==> src/rtl/audio_pwm_out_pkg.sv <==
// Shared definitions for the audio output path: default sample width, sample type
// and the midscale (silence) level for unsigned audio.
package audio_pkg;

    localparam int unsigned AUDIO_WIDTH = 8;

    typedef logic [AUDIO_WIDTH-1:0] sample_t;

    function automatic int unsigned midscale(input int unsigned width);
        return 32'd1 << (width - 1);
    endfunction

endpackage

==> src/rtl/audio_pwm_out_tick_gen.sv <==
// Prescale divider: pulses tick once every PRESCALE clk cycles (every cycle when PRESCALE=1).
// Shared with the note frequency dividers.
module audio_tick_gen #(
    parameter int unsigned PRESCALE = 1
) (
    input  logic clk,
    input  logic rst,
    output logic tick
);

    // A 1-bit counter is kept even for PRESCALE=1; it simply never leaves zero.
    localparam int unsigned CW = (PRESCALE > 1) ? $clog2(PRESCALE) : 1;

    logic [CW-1:0] pre_cnt;

    assign tick = (pre_cnt == CW'(PRESCALE - 1));

    always_ff @(posedge clk or posedge rst) begin
        if (rst) begin
            pre_cnt <= '0;
        end else if (tick) begin
            pre_cnt <= '0;
        end else begin
            pre_cnt <= pre_cnt + CW'(1);
        end
    end

endmodule

==> src/rtl/audio_pwm_out.sv <==
// Audio output stage: one-entry sample buffer feeding a frame-synchronous PWM duty register.
// Build option AUDIO_PWM_MUTE_ON_UNDERRUN_EN: drive midscale duty on underrun instead of holding.
module audio_pwm_out
    import audio_pkg::*;
#(
    parameter int unsigned WIDTH    = AUDIO_WIDTH,
    parameter int unsigned PRESCALE = 1
) (
    input  logic             clk,
    input  logic             rst,
    input  logic [WIDTH-1:0] sample_in,
    input  logic             sample_valid,
    output logic             sample_ready,
    output logic             pwm_out,
    output logic             frame_strobe,
    output logic             underrun
);

`ifdef AUDIO_PWM_MUTE_ON_UNDERRUN_EN
    localparam logic [WIDTH-1:0] MUTE_DUTY = WIDTH'(midscale(WIDTH));
`endif

    logic [WIDTH-1:0] cnt;
    logic [WIDTH-1:0] duty_active;
    logic [WIDTH-1:0] buf_q;
    logic             buf_full;
    logic             tick;
    logic             boundary;
    logic             xfer;

    audio_tick_gen #(
        .PRESCALE(PRESCALE)
    ) u_tick (
        .clk (clk),
        .rst (rst),
        .tick(tick)
    );

    assign sample_ready = !buf_full;
    assign xfer         = sample_valid && sample_ready;
    assign boundary     = tick && (cnt == '1);

    always_ff @(posedge clk or posedge rst) begin
        if (rst) begin
            cnt          <= '0;
            duty_active  <= '0;
            buf_q        <= '0;
            buf_full     <= 1'b0;
            pwm_out      <= 1'b0;
            frame_strobe <= 1'b0;
            underrun     <= 1'b0;
        end else begin
            pwm_out      <= (cnt < duty_active);
            frame_strobe <= boundary;
            underrun     <= boundary && !buf_full;

            if (tick) begin
                cnt <= cnt + WIDTH'(1);
            end

            // A full buffer blocks transfers, so a drain and a fill never meet in one cycle.
            if (xfer) begin
                buf_q    <= sample_in;
                buf_full <= 1'b1;
            end else if (boundary && buf_full) begin
                buf_full <= 1'b0;
            end

            if (boundary) begin
                if (buf_full) begin
                    duty_active <= buf_q;
                end
`ifdef AUDIO_PWM_MUTE_ON_UNDERRUN_EN
                else begin
                    duty_active <= MUTE_DUTY;
                end
`endif
            end
        end
    end

endmodule

==> config.mk <==
export PLATFORM = sky130hd
export DESIGN_NAME = audio_pwm_out
export DESIGN_NICKNAME = d
export VERILOG_FILES = /design/src/rtl/audio_pwm_out_pkg.sv /design/src/rtl/audio_pwm_out_tick_gen.sv /design/src/rtl/audio_pwm_out.sv
export SDC_FILE = /design/constraint.sdc
export NUM_CORES = 1
export LEC_CHECK = 0
export ABC_AREA = 0
export CAP_MARGIN = 0
export CORE_MARGIN = 1.5
export CORE_UTILIZATION = 54
export CTS_CLUSTER_DIAMETER = 30
export DETAILED_ROUTE_END_ITERATION = 10
export DONT_BUFFER_PORTS = 1
export HOLD_SLACK_MARGIN = 0.03
export PLACE_DENSITY_LB_ADDON = 0.2
export SKIP_LAST_GASP = 1
export SYNTH_ARGS = -nofsm -noshare
export SYNTH_HDL_FRONTEND = slang
export SYNTH_HIERARCHICAL = 1
export SYNTH_SLANG_ARGS = --single-unit
==> constraint.sdc <==
create_clock -name clk -period 1.35 [get_ports clk]
set_input_delay 0.135 -clock clk [delete_from_list [all_inputs] [get_ports clk]]
set_output_delay 0.135 -clock clk [all_outputs]
set_load 0.03 [all_outputs]
==> flow_metrics.py <==
metrics = {
    "floorplanning": {
        "initial_utilization_pct": 57.35,
        "chipHeight_um": 51.47,
        "ioPinCount": 15,
        "dieArea_um2": 2649,
        "die_w_um": 51.47,
        "num_rows": 17,
        "core-area_um2": 2212,
    },
    "critical_path": {
        "cp.arrival_ps": 1620,
        "reg2reg_slack_ps": -40,
        "r2r-start": "cnt[1]",
        "startpoint_type": "flop",
        "critPathBufInv": 0,
        "end_kind": "flop",
        "critPathRequiredTime_ps": 1580,
        "critPathSlowestCell": "dfrtp_1",
        "worstPathMaxFanout": 3,
        "crit_type": "reg -> reg",
        "max_stage_delay_ps": 420,
        "crit_chain": "ha_2 > nand4_1 > nor3_4 > mux2_4",
        "crit_family": "flip-flops",
        "r2r_cells": 4,
        "reg2reg_to": "duty_active[0]",
    },
    "place": {
        "globalplace.congestion": 0.8039,
        "placed_area_um2": 1355,
        "io_buffer_count": 0,
        "hpwl_um": 1558,
    },
    "logic_synthesis": {
        "ys_top_cells_by_area": "dfrtp_1 (55%), mux2_2 (8.0%), ha_1 (7.9%), nand2_1 (3.0%), xnor2_1 (2.8%)",
        "netlist.area_leader.share_pct": 55.23,
        "ys_ff_latch": 28,
        "syn_inst": 104,
        "synth_edf_count": 0,
        "synthArstFlopShare_pct": 100.0,
        "yosysUniqueCellTypes": 27,
        "ys_top_cells_by_count": "dfrtp_1 (28), nand2_1 (10), inv_1 (9), mux2_2 (9), ha_1 (8)",
        "yosysMostFrequentCell": "dfrtp_1",
        "synth_largest_area_cell": "dfrtp_1",
        "synth_nets": 123,
        "yosys_most_used_dff": "dfrtp_1",
        "syn-cell-area_um2": 1269,
        "synth-seq-area-share_pct": 55.23,
        "avgSynthCellArea_um2": 12.20,
        "yosysWarnings": 6,
    },
    "sta": {
        "hold_viol": 0,
        "skew_ps": 8.822,
        "rsz0062_at_grt": "true",
        "final.min_clock_period_ps": 1388,
        "drv_slew": 0,
        "tns_ps": -49.47,
        "layout_setup_ws_ps": -38.22,
        "fin_crit_sh_pct": 102.8,
        "setup_viol": 2,
        "fmax_ghz": 0.7203,
    },
    "layout": {
        "nets": 152,
        "post-route-util_pct": 70.76,
        "antenna_cells": 0,
        "final_area_um2": 1565,
        "area.growth.synth_to_final_pct": 23.37,
        "drive_above_1_share_pct": 30.30,
    },
    "routing": {
        "routed_wl_um": 2236,
        "drc": 0,
        "drtIter0Drc": 6,
        "avgRoutedWirePerCell_um": 13.98,
        "drtPass1Iterations": 4,
        "vias_per_cell": 5.275,
        "vias": 844,
        "final_antenna_net_count": 0,
    },
    "clocking": {
        "cts_tree": "done",
        "cts_made_buffers": 3,
        "clockRootBuffer": "clkbuf_4",
        "clk_latency_ps": 330,
        "cts_max_path_buffers": 2,
        "htree_levels": 1,
        "cts_sinks": 28,
        "clkTransAtPathRegs_ps": 140,
    },
    "power": {
        "p_total_mw": 2.136,
        "leakagePower_nw": 0.7640,
        "p_per_area_nw_per_um2": 1365,
        "ir_worst_vdd_mv": 0.9624,
    },
    "outcome": {
        "status": "complete, but fails checks",
        "violations": "negative setup slack",
    },
    "worst_hold_path": {
        "whs_endpoint": "buf_q[0]",
        "worstHoldPathCells": 2,
        "holdCritStartpoint": "sample_valid",
        "hold_path_class": "in -> reg",
    },
    "grt": {
        "overflow": 0,
        "grt_pass1_vias": 934,
        "antenna_found_initial": 0,
        "globalRouteTotalUtil_pct": 20.73,
        "grt_max_degree": 29,
        "grt_pass1_wl_um": 3981,
    },
    "job": {
        "drv_cap": 0,
    },
}
-- layout make-up --
cell class	count	area, µm²
inverters	9	33.78
clock buffers	4	36.28
repair buffers	27	231.5
well taps	28	35.03
fillers	152	646.9
multi-input cells	64	526.8
flip-flops and latches	28	701.9
-- stage by stage --
stage,hold WS [ps],instances,setup slack [ps]
2_1_floorplan,200.4,104,-83.96
3_3_place_gp,109.4,139,1.928
3_5_place_dp,126.4,139,-75.98
4_1_cts,169.1,159,-65.88
5_1_grt,167.1,160,-130.6
6_report,170.8,160,-38.22
-- power breakdown --
group	switching (mW)	total, mW	internal, mW
sequential	0.128	1.10	0.970
combinational	0.252	0.628	0.376
clock	0.245	0.410	0.165
-- state kept, by name, indices dropped and copies added (netlist names) --
| signal | cells |
|---|---|
| duty_active | 8 |
| underrun | 1 |
| frame_strobe | 1 |
| buf_full | 1 |
| pwm_out | 1 |
| buf_q | 8 |
| cnt | 8 |
-- cells by family (layout without fill, tap and decap cells) --
logic type	after synthesis	count (layout)	synth area share, %
other	1	1	0.2956
AND/OR/NAND/NOR	24	24	10.85
XOR/XNOR	7	7	4.832
flip-flops	28	28	55.23
buffers and inverters	12	40	4.536
multiplexers	10	10	9.171
AO/OA/AOI/OAI	14	14	7.199
adder cells (fa/ha/maj)	8	8	7.890
-- cells in the final DEF (no fill, tap or decap), types with 2 or more instances in the layout --
master | synthesis | layout
a21o_1 | 2 | 2
dlygate4sd3_1 | 0 | 10
xor2_1 | 3 | 3
nand2_1 | 10 | 10
nand4_1 | 3 | 3
buf_4 | 1 | 16
o21ai_0 | 6 | 5
o21ai_2 | 2 | 2
nor2_1 | 5 | 5
inv_1 | 9 | 9
dfrtp_1 | 28 | 27
mux2_2 | 9 | 9
xnor2_1 | 4 | 4
clkbuf_4 | 0 | 3
ha_1 | 8 | 7
-- routing by layer --
| metal | part of all wire (%) | wire (µm) | vias to the layer above | track usage (%) |
|---|---|---|---|---|
| li1 | - | - | 409 | - |
| met1 | 41 | 917 | 412 | 26.04 |
| met2 | 55 | 1225 | 18 | 36.11 |
| met3 | 2.8 | 63 | 5 | 2.632 |
| met4 | 1.3 | 30 | 0 | 8.333 |
| met5 | 0 | 0 | - | 0 |
-- worst max-delay path by stage --
stage	startpoint	to	cells after the start
floorplan	cnt[0]	duty_active[0]	4
global placement	cnt[0]	duty_active[4]	5
detailed placement	cnt[0]	duty_active[6]	6
CTS	cnt[1]	duty_active[0]	4
global route	cnt[1]	duty_active[6]	6
finish	cnt[1]	duty_active[0]	4
-- repair_timing --
| action | 4_1_cts | 5_1_grt |
|---|---|---|
| setup buffers | 6 | 2 |
| pin swaps | 2 | 4 |
| hold buffers | 10 | 0 |
| hold endpoints to repair | 37 | 0 |
| gates resized for setup | 2 | 5 |
| setup endpoints to repair | 10 | 12 |
Note: power is estimated with default switching activity, not from simulation.
